`src/rtl/sram_stream_ctrl_pkg.sv`:
```
// rtl/sram_stream_ctrl_pkg.sv - shared constants and FSM state type for the SRAM stream controller
package sram_stream_ctrl_pkg;

  localparam int WORDSIZE_DEFAULT    = 80;
  localparam int ADDRESSSIZE_DEFAULT = 15;
  localparam int RA_WIDTH            = 11;
  localparam int CA_WIDTH            = 4;

  typedef enum logic [1:0] {
    ST_IDLE  = 2'd0,
    ST_WRITE = 2'd1,
    ST_READ  = 2'd2,
    ST_DONE  = 2'd3
  } state_t;

endpackage

```
`src/rtl/sram_stream_fifo2.sv`:
```
// rtl/sram_stream_fifo2.sv - two-entry output FIFO; slot0 is always the head
module sram_stream_fifo2 #(
  parameter int WIDTH = 80
) (
  input  logic             iClk,
  input  logic             iReset,
  input  logic             push,
  input  logic [WIDTH-1:0] push_data,
  input  logic             pop,
  output logic [WIDTH-1:0] head_data,
  output logic             head_valid,
  output logic [1:0]       count
);

  logic [WIDTH-1:0] slot0;
  logic [WIDTH-1:0] slot1;

  always_ff @(posedge iClk) begin
    if (!iReset) begin
      slot0 <= '0;
      slot1 <= '0;
      count <= 2'd0;
    end else begin
      case ({push, pop})
        2'b10: begin
          if (count == 2'd0) slot0 <= push_data;
          else               slot1 <= push_data;
          count <= count + 2'd1;
        end
        2'b01: begin
          slot0 <= slot1;
          count <= count - 2'd1;
        end
        2'b11: begin
          // occupancy is unchanged; the new word lands behind whatever remains
          if (count == 2'd2) begin
            slot0 <= slot1;
            slot1 <= push_data;
          end else begin
            slot0 <= push_data;
          end
        end
        default: ;
      endcase
    end
  end

  assign head_data  = slot0;
  assign head_valid = (count != 2'd0);

endmodule

```
`src/rtl/sram_stream_ctrl.sv`:
```
// rtl/sram_stream_ctrl.sv - writes N streamed words into a synchronous SRAM, then streams them back out
module sram_stream_ctrl
  import sram_stream_ctrl_pkg::*;
#(
  parameter int WORDSIZE    = WORDSIZE_DEFAULT,
  parameter int ADDRESSSIZE = ADDRESSSIZE_DEFAULT
) (
  input  logic                   iClk,
  input  logic                   iReset,
  input  logic                   iStart,
  input  logic [ADDRESSSIZE-1:0] iLast,
  input  logic                   iWrValid,
  input  logic [WORDSIZE-1:0]    iWrData,
  output logic                   oWrReady,
  output logic                   oRdValid,
  output logic [WORDSIZE-1:0]    oRdData,
  input  logic                   iRdReady,
  output logic                   oBusy,
  output logic                   oDone,
  output logic                   oNCE,
  output logic                   oNWRT,
  output logic [RA_WIDTH-1:0]    oRA,
  output logic [CA_WIDTH-1:0]    oCA,
  output logic [WORDSIZE-1:0]    oDIN,
  input  logic [WORDSIZE-1:0]    iDO
);

  state_t                 state;
  state_t                 state_next;
  logic [ADDRESSSIZE:0]   cnt;
  logic [ADDRESSSIZE-1:0] rd_cnt;
  logic [ADDRESSSIZE-1:0] last_q;
  logic                   inflight;

  logic                   wr_fire;
  logic                   rd_issue;
  logic                   rd_pop;
  logic                   last_write;
  logic                   last_pop;
  logic [2:0]             occ_after_pop;
  logic                   head_valid;
  logic [WORDSIZE-1:0]    head_data;
  logic [1:0]             fifo_count;

  // Accesses are gated by reset so an aborted pass never touches the SRAM.
  assign wr_fire       = iReset && (state == ST_WRITE) && iWrValid;
  assign rd_pop        = head_valid && iRdReady;
  // Credit this cycle's pop so a drained slot can be refilled back-to-back.
  assign occ_after_pop = {1'b0, fifo_count} + {2'b00, inflight} - {2'b00, rd_pop};
  assign rd_issue      = iReset && (state == ST_READ) && (cnt <= {1'b0, last_q})
                         && (occ_after_pop < 3'd2);
  assign last_write    = wr_fire && (cnt[ADDRESSSIZE-1:0] == last_q);
  assign last_pop      = (state == ST_READ) && rd_pop && (rd_cnt == last_q);

  always_ff @(posedge iClk) begin
    if (!iReset) state <= ST_IDLE;
    else         state <= state_next;
  end

  always_comb begin
    state_next = state;
    case (state)
      ST_IDLE:  if (iStart)     state_next = ST_WRITE;
      ST_WRITE: if (last_write) state_next = ST_READ;
      ST_READ:  if (last_pop)   state_next = ST_DONE;
      ST_DONE:                  state_next = ST_IDLE;
      default:                  state_next = ST_IDLE;
    endcase
  end

  always_comb begin
    oWrReady = (state == ST_WRITE);
    oBusy    = (state != ST_IDLE);
    oDone    = (state == ST_DONE) && iReset;
    oNCE     = !(wr_fire || rd_issue);
    oNWRT    = !wr_fire;
    oDIN     = wr_fire ? iWrData : '0;
    oRA      = cnt[CA_WIDTH +: RA_WIDTH];
    oCA      = cnt[CA_WIDTH-1:0];
    oRdValid = head_valid;
    oRdData  = head_data;
  end

  always_ff @(posedge iClk) begin
    if (!iReset) begin
      cnt      <= '0;
      rd_cnt   <= '0;
      last_q   <= '0;
      inflight <= 1'b0;
    end else begin
      inflight <= rd_issue;
      case (state)
        ST_IDLE: begin
          if (iStart) begin
            last_q <= iLast;
            cnt    <= '0;
            rd_cnt <= '0;
          end
        end
        ST_WRITE: begin
          if (wr_fire) cnt <= last_write ? '0 : cnt + 1'b1;
        end
        ST_READ: begin
          if (rd_issue) cnt    <= cnt + 1'b1;
          if (rd_pop)   rd_cnt <= rd_cnt + 1'b1;
        end
        default: begin
          cnt    <= '0;
          rd_cnt <= '0;
        end
      endcase
    end
  end

  // The SRAM registers Q, so the word for a read issued last cycle is on iDO now.
  sram_stream_fifo2 #(.WIDTH(WORDSIZE)) u_fifo (
    .iClk       (iClk),
    .iReset     (iReset),
    .push       (inflight),
    .push_data  (iDO),
    .pop        (rd_pop),
    .head_data  (head_data),
    .head_valid (head_valid),
    .count      (fifo_count)
  );

endmodule

```
`config.mk`:
```
export PLATFORM = sky130hd
export DESIGN_NAME = sram_stream_ctrl
export DESIGN_NICKNAME = d
export VERILOG_FILES = /design/src/rtl/sram_stream_ctrl_pkg.sv /design/src/rtl/sram_stream_fifo2.sv /design/src/rtl/sram_stream_ctrl.sv
export SDC_FILE = /design/constraint.sdc
export NUM_CORES = 1
export LEC_CHECK = 0
export CORE_ASPECT_RATIO = 0.5
export CORE_UTILIZATION = 45
export CTS_BUF_LIST = sky130_fd_sc_hd__clkbuf_8 sky130_fd_sc_hd__clkbuf_16
export DETAILED_ROUTE_END_ITERATION = 10
export GPL_TIMING_DRIVEN = 0
export PLACE_DENSITY = 0.81
export SYNTH_ARGS = -nofsm -noshare
export SYNTH_HDL_FRONTEND = slang
export SYNTH_SLANG_ARGS = --single-unit
```
`constraint.sdc`:
```
create_clock -name iClk -period 3.9 [get_ports iClk]
set_input_delay 1.17 -clock iClk [delete_from_list [all_inputs] [get_ports iClk]]
set_output_delay 1.17 -clock iClk [all_outputs]
set_load 0.03 [all_outputs]
```
### Word-level counts from Yosys, hierarchy flattened

Index checks and enable logic that the tools add are counted.

| word-level totals | value |
|---|---|
| register bits after elaboration | 211 |
| output and inout bits | 181 |
| word-level logic and storage cells | 81 |

| operators by class | value |
|---|---|
| add/sub/neg operators | 6 |
| magnitude comparators | 2 |
| eq/ne operators | 18 |
| mux-type cells | 20 |
| bitwise gates (word level) | 1 |
| reduce and logical (&&, ||, !) cells | 26 |

Operators by type and width:

| kind | number |
|---|---|
| $mux W80 | 5 |
| $pmux W80 S3 | 1 |
| $pmux W80 S2 | 1 |
| $mux W16 | 4 |
| $pmux W16 S3 | 1 |
| $pmux W15 S3 | 1 |
| $eq A15 B15 Y1 | 2 |
| $mux W15 | 2 |
| $add A16 B1 Y16 const B | 1 |
| $le A16 B15 Y1 | 1 |
| $add A15 B1 Y15 const B | 1 |
| $reduce_and A3 Y1 | 4 |
| $eq A2 B2 Y1 const B | 5 |
| $logic_and A1 B1 Y1 | 10 |
| $ne A2 B2 Y1 const B | 5 |
| $ne A2 B1 Y1 const B | 4 |
| $pmux W2 S4 | 1 |
| $reduce_bool A2 Y1 | 4 |
| $mux W2 | 3 |
| $eq A2 B1 Y1 const B | 2 |
| $logic_not A2 Y1 | 2 |
| $pmux W2 S2 | 1 |
| $reduce_and A2 Y1 | 2 |
| $add A2 B1 Y3 | 1 |
| 8 further kinds | 9 |

### Longest topological paths before layout

| depth | value |
|---|---|
| depth after elaboration | 7 |
| gate-level depth with buffers | 13 |

### Cells and area by module

From an unflattened synthesis, not the netlist that was laid out.

| unflattened totals | value |
|---|---|
| cell total of the unflattened synthesis | 1336 |
| area total of the unflattened synthesis | 11123.2 um2 |

By module, submodules not included:

| module | times used | cells each | area an instance (um2) | seq. area each (um2) |
|---|---|---|---|---|
| sram_stream_fifo2 | 1 | 877 | 7455.9 | 3243.1 |
| sram_stream_ctrl | 1 | 459 | 3667.3 | 980.9 |

### Worst setup path after synthesis

Ideal clock, no wire load.

| timing | value |
|---|---|
| path type | in2out |
| start point | input port iRdReady |
| end point | output port oNCE |
| data arrival time | 2.840 ns |
| required time | 2.730 ns |
| path slack | -0.110 ns |
| stages | 9 |
| path buffers | 0 |
| cell sequence | o21ai_2 inv_2 ha_1 nor2_1 fa_1 xor2_1 nand4b_1 nor2_1 nor2_1 |

| between the ends | value |
|---|---|
| word-level cells in the longest chain between the ends | 6 |

Ends and longest elaborated chain:

| what | line | RTL |
|---|---|---|
| start, declared | sram_stream_ctrl.sv:17 | `input logic iRdReady,` |
| $logic_and A1 B1 Y1 | sram_stream_ctrl.sv:47 | `assign rd_pop = head_valid && iRdReady;` |
| $sub A3 B1 Y3 | sram_stream_ctrl.sv:49 | `assign occ_after_pop = {1'b0, fifo_count} + {2'b00, inflight} - {2'b00, rd_pop};` |
| $lt A3 B2 Y1 | sram_stream_ctrl.sv:51 | `&& (occ_after_pop < 3'd2);` |
| $logic_and A1 B1 Y1 | sram_stream_ctrl.sv:51 |  |
| $logic_or A1 B1 Y1 | sram_stream_ctrl.sv:75 | `oNCE = !(wr_fire \|\| rd_issue);` |
| $logic_not A1 Y1 | sram_stream_ctrl.sv:75 |  |
| end, declared | sram_stream_ctrl.sv:20 | `output logic oNCE,` |

No other way between the ends.

### Worst setup path in the final report

Ends and elaborated chain as after synthesis.

==> metrics.csv <==
stage,metric,value,unit
route,drc,0,
cts,h-tree-depth,1,
placement,gp_congestion,0.927,
logic_synthesis,ys_seq_area_share,43.1,%
logic_synthesis,synth_cells,1220,
timing,min_period,3.96,ns
timing,slew_violations,0,
placement,place_hpwl,25400,µm
timing,fin_ws,-0.0555,ns
route,wl,34400,µm
pwr,sequentialPowerShare,31.6,%
logic_synthesis,synth_nets,1427,
cts,tritoncts,built,
flow_run,cap_violations,0,
timing,tns,-0.0555,ns
timing,relSlewSlack,19.8,%
timing,skew,0.0112,ns
placement,placed_cells,1871,
cts,cts.sinks,211,
floorplanning,initial_core_util,46.8,%
final_layout,syn_to_final_growth,47.5,%
floorplanning,io_pins,361,
cts,root_buffer,clkbuf_16,
status,failed_checks,negative setup slack,
setup_path,critPathBufInv,3,
setup_path,end_kind,output port,
timing,rsz0062_at_grt,true,
route,drtIter0Drc,698,
logic_synthesis,synth_cell_type_count,51,
setup_path,r2r_start,u_fifo.count[0],
setup_path,crit_path_start,iRdReady,
logic_synthesis,synthArstFlopShare,0,%
pwr,clkPwrFrac,20.6,%
cts,clk_path_buf_depth,3,
min_path,hold_class,reg -> reg,
final_layout,drive_gt1_share,11.6,%
setup_path,cp_cell_sequence,buf_6 > o21ai_4 > inv_2 > ha_4 > nor2_4 > fa_2 > nand4b_1 > nor2_2 > nor2_2 > buf_6,
final_layout,final_cells,1923,
min_path,holdPathEnd,u_fifo.slot1[49],
route,vias,10692,
pwr,power_density,621,nW/µm²
floorplanning,core,20900,µm²
global_routing,grt_pass1_wl,54000,µm
route,drt-wirelength-per-cell,17.9,µm
setup_path,rrSetupSlack,0.31,ns
logic_synthesis,synth_area,9790,µm²
setup_path,path_max_fanout,2,
timing,tightest_slew,1.17,ns
setup_path,cpMaxStageDelayCell,fa_2,
timing,fmax,0.253,GHz
setup_path,required,2.73,ns
global_routing,grt_max_degree,16,
final_layout,finalNetCount,1824,
placement,place_ws,-1.18,ns
setup_path,startpoint_type,input port,
min_path,hold_depth,2,
setup_path,critPathArrivalTime,2.79,ns
setup_path,max_stage_delay,0.43,ns
setup_path,crit_family,adder cells,
route,drt_pass1_iterations,5,
pwr,vdd_ir_drop_max,0.390,mV
placement,placed_area,13800,µm²
logic_synthesis,yosys_warnings,0,
min_path,hold_start,u_fifo.slot1[49],
pwr,p_comb_share,47.8,%
logic_synthesis,synthFlopType,dfxtp_1,
pwr,internal_power,5270,µW
timing,setup_viol,1,
route,ant_nets,0,
cts,postCtsHoldBufs,0,
pwr,power_switching,3710,µW
cts,clk_latency,0.51,ns
placement,port_buffers,359,
global_routing,antenna_found_initial,0,
cts,path_clk_slew,0.06,ns
final_layout,final_cell_area,14400,µm²
setup_path,r2r_cells,18,
floorplanning,dieArea,22400,µm²
pwr,switching_share,41.3,%
logic_synthesis,avgSynthCellArea,8.03,µm²
cts,cts_buffers,20,
setup_path,setup.worst_path.class,in -> out,
timing,hold_viol,0,
status,status,"complete, but fails checks",
global_routing,grtUsageTotal,29.9,%
global_routing,grt_pass1_vias,10253,
timing,holdWs,0.456,ns
global_routing,grt_overflow,0,
timing,period_share,101,%
pwr,power.leakage,0.00529,µW
floorplanning,fp.dieW,211,µm
route,via_per_inst,5.56,
final_layout,antenna_cells,0,
floorplanning,fp-row-count,37,
floorplanning,die_y,106,µm
setup_path,r2r-end,cnt[1],
logic_synthesis,synth_edf_count,0,
logic_synthesis,ys_seq_elements,211,
==> state kept, by name, indices dropped and copies added (netlist names) <==
name	cells
cnt	16
u_fifo.count	2
u_fifo.slot1	80
state	2
last_q	15
rd_cnt	15
inflight	1
u_fifo.head_data	80
==> metal layers <==
metal | wire (µm) | GRT usage (%) | vias up
met1 | 14100 | 37.3 | 5126
met4 | 1210 | 9.52 | 0
met2 | 16800 | 53.4 | 475
met5 | 0 | 0 | -
met3 | 2340 | 4.17 | 98
li1 | - | - | 4993
==> through the flow <==
stage	utilization (%)	total power [µW]
floorplan	-	5380
global route	69.0	9430
finish	69.0	8980
global placement	65.7	6890
CTS	69.5	8880
detailed placement	65.7	6990
==> layout make-up <==
class	count	area, µm²
plain buffers	110	517
clock buffers	23	542
clock inverters	13	76.3
fillers	1700	6480
inverters	30	113
multi-input cells	869	5020
flip-flops and latches	211	4220
well taps	292	365
repair buffers	375	3590
==> cell usage after synthesis (all sizes together), types with 3 or more instances <==
library cell	instances	area (µm²)
ha	26	325
a21oi	119	596
mux2i	3	30.0
clkbuf	86	323
nor3	86	442
nand3b	7	52.6
dfxtp	211	4220
and3	10	62.6
nand4	15	109
nand2	219	822
inv	30	113
nor4	6	43.8
a21o	4	30.0
a211oi	4	35.0
o21ai	8	43.8
xor2	26	228
o22ai	13	144
or3	3	18.8
nand3	9	45.0
a31oi	6	52.6
and2	85	532
buf	24	165
xnor2	5	43.8
nor2	120	450
a221oi	81	709
==> cell families after synthesis <==
logic type | after synthesis | share of synthesized area (%)
xor+xnor | 31 | 2.77
fa+ha+maj | 27 | 3.53
buf+inv | 140 | 6.13
simple gates | 566 | 26.8
mux | 3 | 0.307
flops | 211 | 43.1
compound gates | 242 | 17.3
==> tightest hold or removal path: stages (launching register included) <==
cell     delay (ns)
dfxtp_1        0.31
nand2_1        0.05
a21oi_1        0.05
==> power groups by stage <==
stage / logic [µW] / clock network [µW] / registers (µW)
floorplan: 1850 / 0 / 3530
global placement: 4030 / 0 / 2860
detailed placement: 4110 / 0 / 2880
CTS: 4180 / 1870 / 2840
global route: 4590 / 1950 / 2890
finish: 4290 / 1850 / 2840
==> layout by cell type (no fill, tap or decap), types with 9 or more instances in the layout <==
cell type,synthesis,routed
clkbuf_16,0,20
nand4_1,14,14
nor3_1,85,85
nand3_1,9,9
clkbuf_1,86,77
o22ai_2,10,10
nand2_1,219,219
buf_6,1,11
nor2_1,120,117
inv_1,26,31
and3_1,10,10
buf_2,6,13
buf_4,16,24
and2_1,85,85
dfxtp_1,211,211
clkbuf_2,0,40
a21oi_1,119,117
xor2_1,26,26
clkdlybuf4s15_2,0,38
clkdlybuf4s50_1,0,276
ha_1,26,25
a221oi_1,81,81
==> what timing repair did <==
| action | CTS | global route |
|---|---|---|
| endpoints found under the setup margin | 81 | 72 |
| pin swaps | 4 | 8 |
| cloned | 0 | 1 |
| resized for setup | 228 | 71 |
| setup buffers | 10 | 6 |
==> worst max path at each step <==
stage | slack [ns] | to | cells after the start
5_1_grt | -0.15 | oNCE | 10
2_1_floorplan | 0.02 | oNCE | 9
3_5_place_dp | -1.18 | oNCE | 10
3_3_place_gp | -1.14 | oNCE | 10
6_report | -0.06 | oNCE | 10
4_1_cts | -0.13 | oNCE | 10
No activity file was read; power rests on OpenSTA's default activity.
